## config.mk

```make
export PLATFORM = sky130hd
export DESIGN_NAME = arb_1hot3
export DESIGN_NICKNAME = d
export VERILOG_FILES = /design/src/rtl/arb_1hot3_pkg.sv /design/src/rtl/arb_1hot3_rr_pick3.sv /design/src/rtl/arb_1hot3.sv
export SDC_FILE = /design/constraint.sdc
export NUM_CORES = 1
export LEC_CHECK = 0
export ABC_AREA = 1
export CORE_MARGIN = 2
export CORE_UTILIZATION = 34
export CTS_CLUSTER_DIAMETER = 100
export CTS_CLUSTER_SIZE = 30
export DETAILED_ROUTE_END_ITERATION = 7
export GPL_TIMING_DRIVEN = 0
export PLACE_DENSITY_LB_ADDON = 0.25
export REMOVE_ABC_BUFFERS = 1
export SLEW_MARGIN = 25
export SYNTH_ARGS = -nofsm -noshare
export SYNTH_HDL_FRONTEND = slang
export SYNTH_HIERARCHICAL = 1
export SYNTH_SLANG_ARGS = --single-unit
```

## constraint.sdc

```tcl
create_clock -name clk -period 1.76 [get_ports clk]
set_input_delay 0.264 -clock clk [delete_from_list [all_inputs] [get_ports clk]]
set_output_delay 0.264 -clock clk [all_outputs]
set_load 0.01 [all_outputs]
```

## src/rtl/arb_1hot3_pkg.sv

```systemverilog
// Shared constants and types for the 3-requester one-hot arbiter.
//   NumReq       : number of requesters
//   req_vec_t    : one bit per requester
//   LastGrantRst : last_grant after reset; 3'b100 puts requester 0 first
package arb_1hot3_pkg;

    localparam int unsigned NumReq = 3;

    typedef logic [NumReq-1:0] req_vec_t;

    localparam req_vec_t LastGrantRst = 3'b100;

endpackage

```

## src/rtl/arb_1hot3_rr_pick3.sv

```systemverilog
// Round-robin pick among three requesters. This block is purely combinational.
// The search starts at the index after the previous grant and wraps 2 -> 0.
// Ports:
//   req   : request vector
//   last  : one-hot previous grant. Zero or multi-hot values act like 3'b100.
//   grant : one-hot pick, or zero when nobody requests
module rr_pick3
    import arb_1hot3_pkg::*;
(
    input  logic [NumReq-1:0] req,
    input  logic [NumReq-1:0] last,
    output logic [NumReq-1:0] grant
);

    always_comb begin
        grant = '0;
        case (last)
            3'b001: begin
                if      (req[1]) grant = 3'b010;
                else if (req[2]) grant = 3'b100;
                else if (req[0]) grant = 3'b001;
            end
            3'b010: begin
                if      (req[2]) grant = 3'b100;
                else if (req[0]) grant = 3'b001;
                else if (req[1]) grant = 3'b010;
            end
            default: begin
                if      (req[0]) grant = 3'b001;
                else if (req[1]) grant = 3'b010;
                else if (req[2]) grant = 3'b100;
            end
        endcase
    end

endmodule

```

## src/rtl/arb_1hot3.sv

```systemverilog
// Three-input round-robin arbiter with a single registered output slot.
// Ports:
//   clk, rst        : clock and synchronous active-high reset
//   in_valid[2:0]   : requests from requesters 0..2
//   in0, in1, in2   : payloads of requesters 0..2
//   in_ready[2:0]   : one-hot or zero accept strobe
//   out_valid       : the output register holds a payload
//   out_data        : registered payload
//   out_sel[2:0]    : one-hot source tag of out_data; zero when out_valid is low
//   out_ready       : downstream takes out_data this cycle
module arb_1hot3
    import arb_1hot3_pkg::*;
#(
    parameter int unsigned WIDTH = 1
) (
    input  logic              clk,
    input  logic              rst,
    input  logic [NumReq-1:0] in_valid,
    input  logic [WIDTH-1:0]  in0,
    input  logic [WIDTH-1:0]  in1,
    input  logic [WIDTH-1:0]  in2,
    output logic [NumReq-1:0] in_ready,
    output logic              out_valid,
    output logic [WIDTH-1:0]  out_data,
    output logic [NumReq-1:0] out_sel,
    input  logic              out_ready
);

    logic             enable;
    req_vec_t         grant;
    req_vec_t         last_grant_q;
    logic [WIDTH-1:0] grant_data;

    // The output slot is free when it is empty or is being drained this cycle.
    assign enable = ~out_valid | out_ready;

    rr_pick3 u_pick (
        .req   (in_valid),
        .last  (last_grant_q),
        .grant (grant)
    );

    always_comb begin
        in_ready = '0;
        if (!rst) begin
            in_ready = grant & {NumReq{enable}};
        end
    end

    always_comb begin
        grant_data = '0;
        unique case (grant)
            3'b001:  grant_data = in0;
            3'b010:  grant_data = in1;
            3'b100:  grant_data = in2;
            default: grant_data = '0;
        endcase
    end

    always_ff @(posedge clk) begin
        if (rst) begin
            out_valid    <= 1'b0;
            out_sel      <= '0;
            out_data     <= '0;
            last_grant_q <= LastGrantRst;
        end else if (|in_ready) begin
            // A load has priority over a drain, so a transfer can happen every cycle.
            out_valid    <= 1'b1;
            out_sel      <= grant;
            out_data     <= grant_data;
            last_grant_q <= grant;
        end else if (out_valid && out_ready) begin
            // out_data is kept as it is. Consumers ignore it while out_valid is low.
            out_valid <= 1'b0;
            out_sel   <= '0;
        end
    end

endmodule

```

; Word level (Yosys, flattened, before mapping)
; Cells that the tools add are included.
[word_totals]
register_bits = 8
latch_bits = 0
ram_bits = 0
rom_bits = 0
out_inout_bits = 8
memories = 0
[op_classes]
add_sub_neg = 0
mul = 0
div_mod_pow = 0
magnitude_cmp = 0
eq_ne = 5
shifts = 0
n_mux = 16
bitwise = 3
n_reduce_logical = 3
[ops]
columns = op, n
row1 = $mux 3, 10
row2 = $eq 3x1->1 const B, 2
row3 = $eq 3x2->1 const B, 2
row4 = $pmux 3 s2, 1
row5 = $and 3x3->3, 1
row6 = $eq 3x3->1 const B, 1
row7 = $mux 1, 3
row8 = $pmux 1 s3, 1
row9 = $reduce_or 3->1, 1
row10 = $mux 2, 1
row11 = $reduce_bool 2->1, 1
row12 = $logic_and 1x1->1, 1
row13 = $not 1->1, 1
row14 = $or 1x1->1, 1

; Depth between registers and ports, before layout
[depth]
ltp_word = 8
mapped_depth = 11

; Cells and area by module
; The synthesis kept the hierarchy.
[modules_own_cells]
columns = module, n_inst, cells_each, area_per_inst_um2, seq_area_each_um2
row1 = arb_1hot3, 1, 46, 365.4, 160.2
row2 = rr_pick3, 1, 29, 130.1, 0.0

; Worst setup path after synthesis
; OpenSTA, ideal clock, no wires.
[synth_path]
path_kind = reg2reg
from = reg last_grant_q[0]
to = reg out_data
setup_time_ns = 0.116
arrival_time_ns = 1.214
setup_slack_ns = 0.430
path_stages_with_launch = 10
synth_period_minus_slack_ns = 1.330
path_cell_list = dfxtp_1 inv_1 nand3_2 inv_1 nand2_1 nand3_1 o211ai_2 nand2_2 o21ai_0 nor2_1
[synth_via]
elab_chain_len = 5
elab_cells_between_ends = 10
cone_classes = eq/ne (5) / mux (3) / bitwise (1) / reduce/logical (1)
[synth_rtl]
columns = element, line
row1 = start: declaration, arb_1hot3.sv:31  ; req_vec_t last_grant_q;
row2 = start signal: assignment, arb_1hot3.sv:65  ; last_grant_q <= LastGrantRst;
row3 = start signal: assignment, arb_1hot3.sv:71  ; last_grant_q <= grant;
row4 = $eq 3x2->1 / $eq 3x1->1 (equally long branches), arb_1hot3_rr_pick3.sv:17  ; case (last)
row5 = $pmux 3 s2 (*), arb_1hot3_rr_pick3.sv:17
row6 = named net grant[0], arb_1hot3.sv:30  ; req_vec_t grant;
row7 = $and 3x3->3, arb_1hot3.sv:46  ; in_ready = grant & {NumReq{enable}};
row8 = $mux 3, arb_1hot3.sv:45  ; if (!rst) begin
row9 = $reduce_or 3->1, arb_1hot3.sv:66  ; end else if (|in_ready) begin
row10 = end signal: assignment, arb_1hot3.sv:70  ; out_data <= grant_data;
row11 = end: declaration, arb_1hot3.sv:24  ; output logic [WIDTH-1:0] out_data,
; Mark *: on every way through the listed nets, which the timed path passes. The rest lies on a longest branch.
; A chain may end at the register's enable or synchronous reset.

; Final worst setup path
[layout_path]
from = in rst
to = out in_ready[0]
[layout_via]
elab_chain_len = 1
[layout_rtl]
columns = element, line
row1 = start: declaration, arb_1hot3.sv:17  ; input logic rst,
row2 = $mux 3, arb_1hot3.sv:45
row3 = end: declaration, arb_1hot3.sv:22  ; output logic [NumReq-1:0] in_ready,
; Every way passes these cells.

==> metrics <==
worst hold path startpoint out_sel[2]; first-pass GRT wire length 1850 µm; initial drt markers 3; CTS Root Cell clkbuf_4; element type at the critical path end output port; Slew HR 0.814; Rows 13; r2r endpoint out_data; critical path class input pin to output port; CP max stage delay 540 ps; Final Hold Vio Count 0; mapped cell area 495 µm²; Worst Hold Depth 2; clock period minus worst slack 1680 ps; Core Util, Final 0.554; worst-case clock skew 1.61 ps; port bufs 16; Hold Path Sink out_sel[2]; CP max FO 7; largest net degree at the start of global routing 9; GRT overflow 0; Worst path slowest cell clkdlybuf4s50_1; max-cap viol count 0; Final Wtd Congestion 0.726; met2 routed WL 501 µm; RSZ-0062 raised after global routing false; Setup crit start kind input pin; Via density 4.84; Initial Util 0.371; syn avg cell area 6.61 µm²; CP required 1500 ps; Pleak 0.369 nW; Critical R2R Launch last_grant_q[1]; Die H 42.2 µm; WP buf/inv 4; DRC Markers 0; layout cells sized above 1 0.274; First-pass DRT Iterations 4; met3 WL 50 µm; die area 1780 µm²; Tot GR Track Use 0.130; uppermost routed layer met4; DP Wirelength 843 µm; CTS Hold Buffers Added 0; post-DR wirelength/cell 10.0 µm; Top Ports 17; critical path's top delay family buffers and inverters; CP arrival 1410 ps; post-route ant nets 0; Routed WL 1100 µm; P&R area growth vs syn 49.2%; Ys Warns 6; Distinct cells, synth 17; r2r setup slk 180 ps; Die Wd 42.2 µm; status completed; antenna violations before repair 0; TritonCTS buffer count 3; Max Fclk 596 MHz; Clock transition at path regs 60 ps; PD cells 635 nW/µm²; Non-Filler Instances 110; largest cells by area after synthesis dfxtp_1 (32%), inv_1 (12%), nand3_1 (9.1%); Metal-1 WL 543 µm; top cell type's share of synthesized area 0.323; cell taking the most area after synthesis dfxtp_1; H-tree levels 1; HP Class flop to flop; Pins Over Slew Limit 0; #FFs+latches synth 8; Seq/Total Area, Yosys 0.323; worst slew pin tran 279 ps; Max VDD drop 529 µV; fin nets 106; Sink Count 8; vias in the first global route 463; Inst Count DP 106; FF-to-FF path depth 10; via count 532; cell count after synthesis 75; Hold Worst Slack 484 ps; CTS Buffer Depth 2; Worst-Skew Late Latency 240 ps; Final Setup Violations 0; Cell Chain, Critical Path clkdlybuf4s50_1 > inv_4 > nand3_2 > inv_1 > clkdlybuf4s15_2; ant diodes 0; final worst-path cycle share 0.953; core box area 1330 µm²; CTS tree built
## area by class of cell
class | instances | area (µm²)
multi-input combinational | 48 | 302
tap | 15 | 18.8
timing repair buffer | 17 | 161
clock buffer | 3 | 22.5
inverter | 19 | 73.8
fill | 144 | 594
sequential | 8 | 161
## cell usage in the layout (no fill, tap or decap), drive strengths merged
master and count:
o211ai 1, nand2 14, a31oi 2, nor2 7, o21ai 1, clkdlybuf4s50 10, inv 18, nor3 1
buf 1, clkbuf 4, nand4 6, dlygate4sd2 3, dfxtp 8, clkdlybuf4s15 2, nand3 12, a21oi 4
clkinv 1
## flip-flops by register name, indices dropped and copies added, names as in the netlist
signal / count
out_data: 1
out_sel: 3
last_grant_q: 3
out_valid: 1
## per-layer routing
layer	vias to the layer above	track usage
met5	-	0
met4	0	0.0375
met3	2	0.0302
met2	11	0.194
met1	234	0.185
li1	285	-
## logic make-up (layout without fill, tap and decap cells)
group | Yosys count | in the layout | synth area share
AND/OR/NAND/NOR | 40 | 40 | 0.432
AO/OA/AOI/OAI | 8 | 8 | 0.101
buffers and inverters | 19 | 39 | 0.144
flip-flops | 8 | 8 | 0.323
## Yosys cell counts
master and number:
a21oi_1 4, nor2_1 7, o211ai_2 1, nand3_1 9, o21ai_0 1, nor3_1 1
dfxtp_1 8, nand4_1 6, nand3_2 2, nand2_4 1, inv_1 16, nand2_1 12
nand3_4 1, inv_2 2, a31oi_1 2, clkinv_1 1, nand2_2 1
## how the worst max path moves through the flow
| stage | startpoint | endpoint | cells after the start |
|---|---|---|---|
| 2_1_floorplan | last_grant_q[0] | out_data | 9 |
| 5_1_grt | last_grant_q[2] | in_ready[0] | 8 |
| 6_report | rst | in_ready[0] | 5 |
| 4_1_cts | last_grant_q[1] | in_ready[2] | 7 |
| 3_3_place_gp | in_valid[0] | in_ready[0] | 8 |
| 3_5_place_dp | in_valid[0] | in_ready[0] | 8 |
## what timing repair did
| item | 4_1_cts | 5_1_grt |
|---|---|---|
| pin swaps | 1 | 2 |
| buffers inserted | 0 | 1 |
| gates resized for setup | 18 | 7 |
| endpoints found under the setup margin | 3 | 3 |
| endpoints found under the hold margin | 0 | 0 |
| gates cloned | 0 | 0 |
## where the power goes
group | leakage, nW | internal [mW] | total [mW] | switching, mW
Combinational | 0.289 | 0.0594 | 0.128 | 0.0683
Clock | 0.0138 | 0.0779 | 0.138 | 0.0597
Sequential | 0.0661 | 0.195 | 0.204 | 0.00918
Total | 0.369 | 0.332 | 0.470 | 0.137
## metrics by stage
step	total power, mW	instance area, µm²	setup WS [ps]	TNS [ps]
after global routing	0.499	739	9.57	0
after detailed placement	0.328	674	-517	-1870
after CTS	0.466	726	15.6	0
after floorplan	0.272	495	430	0
final	0.470	739	82.1	0
after global placement	0.326	674	-530	-1800
## worst min-delay path: stages (launching register included)
cell and delay, ps:
dfxtp_1 300, nand4_1 70, a21oi_1 60
Power figures use the tool's default switching activity.
